<file path="src/rtl/hfosc_power_sequencer.sv">
// Power/enable sequencer for the 48 MHz HF oscillator, clocked from the always-on slow clock.
// Raises hf_pu, then hf_en after a settle delay, then flags hf_ready. Powers down after an idle hold.
module hfosc_power_sequencer #(
  parameter int unsigned N_REQ       = 2,
  parameter int unsigned CNT_W       = 8,
  parameter int unsigned PU_CYCLES   = 2,
  parameter int unsigned EN_CYCLES   = 3,
  parameter int unsigned IDLE_CYCLES = 4
) (
  input  logic             clk,
  input  logic             rst,
  input  logic [N_REQ-1:0] req,
  input  logic             force_on,
  output logic             hf_pu,
  output logic             hf_en,
  output logic             hf_ready,
  output logic [N_REQ-1:0] ack,
  output logic [2:0]       state,
  output logic [7:0]       wake_cnt
);

  localparam int unsigned WAKE_W = 8;
  localparam logic [CNT_W-1:0]  PU_LOAD   = CNT_W'(PU_CYCLES - 1);
  localparam logic [CNT_W-1:0]  EN_LOAD   = CNT_W'(EN_CYCLES - 1);
  localparam logic [CNT_W-1:0]  IDLE_LOAD = CNT_W'(IDLE_CYCLES - 1);
  localparam logic [WAKE_W-1:0] WAKE_MAX  = '1;

  typedef enum logic [2:0] {
    ST_OFF     = 3'd0,
    ST_POWERUP = 3'd1,
    ST_ENABLE  = 3'd2,
    ST_RUN     = 3'd3,
    ST_HOLD    = 3'd4
  } state_e;

  state_e            state_q, state_d;
  logic [CNT_W-1:0]  cnt_q, cnt_d;
  logic [WAKE_W-1:0] wake_q, wake_d;
  logic              pu_q, pu_d;
  logic              en_q, en_d;
  logic              rdy_q, rdy_d;
  logic              any_req;

  assign any_req = (|req) | force_on;

  // Next state, delay counter, wake counter, and output decode of the next state.
  always_comb begin
    state_d = state_q;
    cnt_d   = cnt_q;
    wake_d  = wake_q;
    case (state_q)
      ST_OFF: begin
        if (any_req) begin
          state_d = ST_POWERUP;
          cnt_d   = PU_LOAD;
          if (wake_q != WAKE_MAX) wake_d = wake_q + WAKE_W'(1);
        end
      end
      ST_POWERUP: begin
        if (cnt_q == '0) begin
          state_d = ST_ENABLE;
          cnt_d   = EN_LOAD;
        end else begin
          cnt_d = cnt_q - CNT_W'(1);
        end
      end
      ST_ENABLE: begin
        if (cnt_q == '0) state_d = ST_RUN;
        else             cnt_d   = cnt_q - CNT_W'(1);
      end
      ST_RUN: begin
        if (!any_req) begin
          state_d = ST_HOLD;
          cnt_d   = IDLE_LOAD;
        end
      end
      ST_HOLD: begin
        // A new request wins over the idle timeout so the clock never glitches off.
        if (any_req)           state_d = ST_RUN;
        else if (cnt_q == '0)  state_d = ST_OFF;
        else                   cnt_d   = cnt_q - CNT_W'(1);
      end
      default: begin
        state_d = ST_OFF;
        cnt_d   = '0;
      end
    endcase
    pu_d  = (state_d == ST_POWERUP) || (state_d == ST_ENABLE) ||
            (state_d == ST_RUN)     || (state_d == ST_HOLD);
    en_d  = (state_d == ST_ENABLE)  || (state_d == ST_RUN) || (state_d == ST_HOLD);
    rdy_d = (state_d == ST_RUN)     || (state_d == ST_HOLD);
  end

  // State, counters and registered outputs; reset stops the oscillator immediately.
  always_ff @(posedge clk) begin
    if (rst) begin
      state_q <= ST_OFF;
      cnt_q   <= '0;
      wake_q  <= '0;
      pu_q    <= 1'b0;
      en_q    <= 1'b0;
      rdy_q   <= 1'b0;
    end else begin
      state_q <= state_d;
      cnt_q   <= cnt_d;
      wake_q  <= wake_d;
      pu_q    <= pu_d;
      en_q    <= en_d;
      rdy_q   <= rdy_d;
    end
  end

  assign hf_pu    = pu_q;
  assign hf_en    = en_q;
  assign hf_ready = rdy_q;
  assign state    = state_q;
  assign wake_cnt = wake_q;
  assign ack      = req & {N_REQ{rdy_q}};

endmodule

</file>
<file path="config.mk">
export PLATFORM = sky130hd
export DESIGN_NAME = hfosc_power_sequencer
export DESIGN_NICKNAME = d
export VERILOG_FILES = /design/src/rtl/hfosc_power_sequencer.sv
export SDC_FILE = /design/constraint.sdc
export NUM_CORES = 1
export LEC_CHECK = 0
export BUFFER_PORTS_ARGS = -buffer_cell sky130_fd_sc_hd__buf_4
export CORE_MARGIN = 3
export CORE_UTILIZATION = 48
export DETAILED_ROUTE_END_ITERATION = 10
export PLACE_DENSITY_LB_ADDON = 0.15
export SLEW_MARGIN = 30
export SYNTH_ARGS = -nofsm -noshare
export SYNTH_HDL_FRONTEND = slang
export SYNTH_SLANG_ARGS = --single-unit
</file>
<file path="constraint.sdc">
create_clock -name clk -period 4 [get_ports clk]
set_input_delay 0.2 -clock clk [delete_from_list [all_inputs] [get_ports clk]]
set_output_delay 0.2 -clock clk [all_outputs]
set_load 0.005 [all_outputs]
</file>
==> run_results.csv, run 1 <==
group,metric,value,unit
outcome,status,"completed",
synthesis,syn_avg_cell_area,8.48,um2
worst_hold_path,hold_path.class,"input pin to flop",
worst_setup_path,critPathRequiredTime,4250,ps
floorplan,dieArea,3160,um2
global_route,antenna_found_initial,0,
power_and_ir_drop,p_leak,0.562,nW
synthesis,synthTopCellsByCount,"dfxtp_1 (22), a21oi_1 (16), nor2_1 (14)",
cts,cts_inserted_buffers,3,
drt,drtIter0Drc,18,
place,numPortBuffers,20,
synthesis,synthCells,143,
finish,layout-drive-gt1-share,0.208,
synthesis,synth_warnings,0,
global_route,grt_pass1_wl,4220,um
sta,setup_viol,0,
finish,area_growth,14.6,%
finish,fillers,208,
power_and_ir_drop,p_total,1.15,mW
worst_setup_path,max_stage_delay,650,ps
finish,fin_util,0.605,
drt,vias_per_cell,5.71,
sta,max_freq,474,MHz
floorplan,core,2300,um2
synthesis,yosysMostFrequentCell,"dfxtp_1",
job,max-cap-violations,0,
worst_setup_path,r2r_cells,5,
global_route,grt_usage,0.163,
synthesis,synth-edff-count,0,
sta,max_slew.worst_pin.slew,624,ps
drt,drt_wl_total,2530,um
floorplan,ioPinCount,21,
synthesis,ys_types,45,
floorplan,core.rowCount,17,
synthesis,seq_area_frac_synth,0.363,
cts,clock_sinks,22,
cts,root_buffer,"clkbuf_4",
synthesis,ys.flop_type,"dfxtp_1",
finish,n_antenna_cell,0,
worst_setup_path,start_kind,"flop",
worst_setup_path,rrSetupSlack,1890,ps
synthesis,yosysTopAreaCellShare,0.363,
sta,finalMaxSlewViolations,0,
cts,clock_path_buffers,2,
worst_setup_path,crit_path_end,"cnt_q[7]",
worst_setup_path,worstPathMaxFanout,17,
sta,hold_violations,0,
floorplan,die_width,56.3,um
cts,post_cts_buffers,0,
worst_setup_path,r2r_start,"state[0]",
worst_setup_path,cp.arrival,2360,ps
worst_setup_path,end_kind,"flop",
worst_setup_path,crit_type,"flop to flop",
sta,skew,1.33,ps
finish,fin_nets,168,
drt,ant_nets,0,
sta,rsz0062_at_grt,"no",
synthesis,async_reset_ff_frac,0,
cts,cts-resized-gates,0,
synthesis,synthesis.area,1210,um2
worst_setup_path,rr_endpoint,"cnt_q[7]",
synthesis,synth_top_area_cell,"dfxtp_1",
cts,cts_hold_buf,0,
cts,path_clk_slew,120,ps
worst_setup_path,slowest_stage,"dfxtp_1",
global_route,grt_max_degree,18,
power_and_ir_drop,max-vdd-ir-drop,570,uV
cts,clk_latency,310,ps
place,place.gp.congestion,0.923,
sta,min_period_over_period,0.528,
drt,wire_per_inst,13.5,um
drt,vias,1067,
place,dp_hpwl,1830,um
sta,max-slew-margin-rel,0.583,
synthesis,syn_nets,151,
synthesis,synth_area_leaders,"dfxtp_1 (36%), a21oi_1 (6.6%), or3_1 (4.6%)",
power_and_ir_drop,cellPowerDensity,829,nW/um2
floorplan,die_h,56.3,um
synthesis,synth-seq-cells,22,
cts,cts_tree,"yes",
place,dpl-instance-area,1340,um2
floorplan,start_util,0.528,
drt,firstDrtPassIters,4,
drt,drc,0,
global_route,grt_overflow,0,
sta,setup-tns-final,0,ps
worst_setup_path,cp_cell_sequence,"nor2_1 > a22oi_1 > o211ai_2 > or3_1 > a21oi_1",
global_route,grt_pass1_vias,947,
finish,design_area,1390,um2
sta,finalCriticalPeriod,2110,ps
worst_setup_path,worstSetupStartpoint,"state[0]",
cts,htreeDepth,1,
## metal layers
layer  global-route usage  wire length, um  vias to the layer above
li1                     -                -                      555
met1                0.218             1250                      489
met2                0.247             1140                       21
met3               0.0529              111                        2
met4               0.0508               22                        0
met5                    0                0                        -
## critical path: cells and delay by family (launching register included)
kind	cells	cell delay (ps)
compound gates	3	720
flops	1	650
simple gates	2	680
## stage by stage
stage          hold WS, ps  cells  setup WS (ps)
2_1_floorplan          463    143           2430
3_3_place_gp           476    183           2050
3_5_place_dp           497    183           1960
4_1_cts                166    187           1930
5_1_grt                170    187           1740
6_report               180    187           1890
## power breakdown
part | internal (mW) | switching, mW
Combinational | 0.283 | 0.326
Clock | 0.101 | 0.0687
Sequential | 0.282 | 0.0897
## flip-flops by register name (all words and copies together), names as in the netlist
register	cells
hf_en	1
hf_pu	1
state	3
cnt_q	8
hf_ready	1
wake_cnt	8
## worst min path at each step
stage               startpoint  endpoint  slack (ps)  depth (start not counted)
global placement      cnt_q[7]  cnt_q[7]         480                          2
detailed placement    cnt_q[7]  cnt_q[7]         500                          2
finish                     rst  cnt_q[0]         180                          2
global route               rst  cnt_q[0]         170                          2
floorplan             cnt_q[7]  cnt_q[7]         460                          2
CTS                        rst  cnt_q[0]         170                          2
## area by class of cell
| class | instances | area (um2) | share of cell area |
|---|---|---|---|
| Tap cell | 28 | 35.0 | 0.0252 |
| Sequential cell | 22 | 440 | 0.317 |
| Inverter | 5 | 18.8 | 0.0135 |
| Clock inverter | 1 | 30.0 | 0.0216 |
| Timing Repair Buffer | 20 | 150 | 0.108 |
| Clock buffer | 3 | 22.5 | 0.0162 |
| Multi-Input combinational cell | 108 | 692 | 0.498 |
## kinds of logic (layout without fill, tap and decap cells)
logic type / Yosys count / after routing / share of synthesized area
AO/OA/AOI/OAI: 45 / 45 / 0.237
adder cells (fa/ha/maj): 3 / 3 / 0.0310
multiplexers: 2 / 2 / 0.0165
buffers and inverters: 13 / 29 / 0.0660
flip-flops: 22 / 22 / 0.363
XOR/XNOR: 5 / 5 / 0.0361
AND/OR/NAND/NOR: 53 / 53 / 0.250
## cell usage in the layout, fill, tap and decap left out, drive strengths merged, types with 2 or more instances in the layout
cell type  Yosys  final
xor2           4      4
or3           11     11
and3           3      3
clkbuf         2      3
nor4           2      2
inv            5      5
and2           2      2
nand4          5      5
o21ai         12     12
nand2          7      7
a32oi          2      2
a21oi         16     16
nand3          3      3
o21a           2      2
buf            6     20
nor3           4      4
mux2i          2      2
nor2          14     14
o211ai         2      2
dfxtp         22     22
ha             3      3
a211oi         2      2
No activity file was read; power rests on OpenSTA's default activity.
==> run 2: changes to the inputs <==
Clock period 4 ns to 1.7 ns, I/O delays scaled along.
==> run 2 against run 1 <==
Setup slack got worse by 1900 ps. Combinational power rose to 3.7 times the previous value. Core utilization rose by 12 points. Final area grew 20%. Worst hold slack lost 150 ps. Power increased to 2.9 times the previous value. Largest power group unchanged.
==> run_results.csv, run 2 (synthesized netlist as in run 1, its figures left out) <==
group,metric,value,unit
finish,fin_nets,199,
drt,firstDrtPassIters,4,
floorplan,dieArea,3160,um2
cts,root_buffer,"clkbuf_4",
sta,max_slew.worst_pin.slew,437,ps
cts,clock_sinks,22,
drt,drc,0,
worst_setup_path,critPathRequiredTime,1950,ps
sta,max-slew-margin-rel,0.708,
worst_setup_path,cp_cell_sequence,"nor4_4 > buf_4 > and3_4 > mux2i_1 > a311o_1 > a21oi_1",
power_and_ir_drop,cellPowerDensity,2030,nW/um2
worst_hold_path,hold_path.class,"input pin to flop",
drt,wire_per_inst,14.4,um
worst_hold_path,min_to,"wake_cnt[7]",
floorplan,core,2300,um2
finish,final_common_cell,"buf_4",
worst_setup_path,rr_endpoint,"state[0]",
job,max-cap-violations,0,
sta,finalCriticalPeriod,1680,ps
worst_setup_path,r2r_start,"cnt_q[5]",
power_and_ir_drop,max-vdd-ir-drop,1390,uV
outcome,status,"completed",
power_and_ir_drop,p_leak,0.713,nW
drt,vias_per_cell,5.72,
finish,area_growth,37.5,%
worst_setup_path,start_kind,"flop",
cts,cts_hold_buf,0,
global_route,grt_pass1_wl,5020,um
global_route,antenna_found_initial,0,
worst_setup_path,end_kind,"flop",
finish,layout_common_cells,"buf_4 (51), dfxtp_1 (17), a21oi_1 (15)",
finish,n_antenna_cell,0,
worst_setup_path,r2r_cells,6,
sta,rsz0062_at_grt,"yes",
sta,min_period_over_period,0.987,
drt,vias,1248,
drt,drt_wl_total,3130,um
sta,finalMaxSlewViolations,0,
cts,path_clk_slew,140,ps
cts,cts_inserted_buffers,3,
place,place.gp.congestion,0.905,
worst_setup_path,crit_type,"flop to flop",
sta,setup_viol,0,
finish,fin_cells,218,
sta,hold_violations,0,
sta,skew,6.64,ps
finish,fin_util,0.725,
cts,cts_tree,"yes",
finish,layout-drive-gt1-share,0.395,
floorplan,start_util,0.528,
global_route,grt_max_degree,18,
worst_setup_path,worstPathMaxFanout,3,
place,dp_hpwl,2040,um
global_route,grt_overflow,0,
floorplan,die_h,56.3,um
worst_setup_path,rrSetupSlack,20,ps
worst_hold_path,min_from,"rst",
floorplan,ioPinCount,21,
global_route,grt_usage,0.196,
place,dp_cells,209,
floorplan,die_width,56.3,um
drt,drtIter0Drc,39,
worst_setup_path,slowest_stage,"dfxtp_2",
cts,htreeDepth,1,
floorplan,core.rowCount,17,
sta,max_freq,596,MHz
cts,clock_path_buffers,2,
power_and_ir_drop,p_total,3.39,mW
global_route,grt_pass1_vias,1140,
worst_hold_path,min_path_cells,2,
cts,clk_latency,320,ps
place,numPortBuffers,20,
worst_setup_path,cp.arrival,1930,ps
drt,ant_nets,0,
worst_setup_path,max_stage_delay,370,ps
[run 2: cell count changes in the layout (fill, tap and decap cells not counted), moves of 2 or more]
cell | before | now
dfxtp_1 | 22 | 17
dfxtp_2 | 0 | 3
buf_4 | 20 | 51
dfxtp_4 | 0 | 2
[run 2: stage by stage]
stage                     instance area, um2  setup slack (ps)  hold slack [ps]  setup TNS (ps)
after floorplan                         1210               126              280               0
after global placement                  1530              12.7              388               0
after detailed placement                1530             -31.4              392           -37.5
after CTS                               1580              20.1             41.6               0
after global routing                    1670             -62.4             37.6            -152
final                                   1670              22.7             31.4               0
[run 2: report_power, final]
| part | internal, mW | switching [mW] | leakage [nW] |
|---|---|---|---|
| logic | 1.19 | 1.04 | 0.510 |
| registers | 0.682 | 0.160 | 0.182 |
| clock network | 0.131 | 0.177 | 0.0210 |
[run 2: how the worst max path moves through the flow]
stage	endpoint	from
finish	state[0]	cnt_q[5]
global route	state[0]	cnt_q[5]
CTS	wake_cnt[7]	state[0]
detailed placement	cnt_q[1]	cnt_q[2]
global placement	cnt_q[1]	cnt_q[2]
floorplan	wake_cnt[5]	wake_cnt[0]
[run 2: timing repair]
item                                    4_1_cts  5_1_grt
pin swaps                                     0        6
endpoints found under the hold margin         0        0
setup buffers                                 0        5
endpoints found under the setup margin        6       11
gates resized for setup                       3       16
[run 2: critical path: cells and delay by family (launching register included)]
| kind | cells | cell delay (ps) |
|---|---|---|
| and+or+nand+nor | 2 | 520 |
| AOI/OAI and AO/OA | 2 | 470 |
| DFF | 1 | 370 |
| buffers and inverters | 1 | 170 |
| muxes | 1 | 70 |
[run 2: routing by layer]
metal,up-vias,routed length [um],GRT usage
met1,568,1320,0.248
met5,-,0,0
met2,57,1520,0.334
li1,617,-,-
met4,0,39,0.0305
met3,6,257,0.0552
[run 2: area by class of cell]
class,instances,area (um2)
multi-input combinational,108,742
fill,157,631
sequential,22,452
clock buffer,4,36.3
tap,28,35.0
timing repair buffer,51,383
inverter,5,18.8
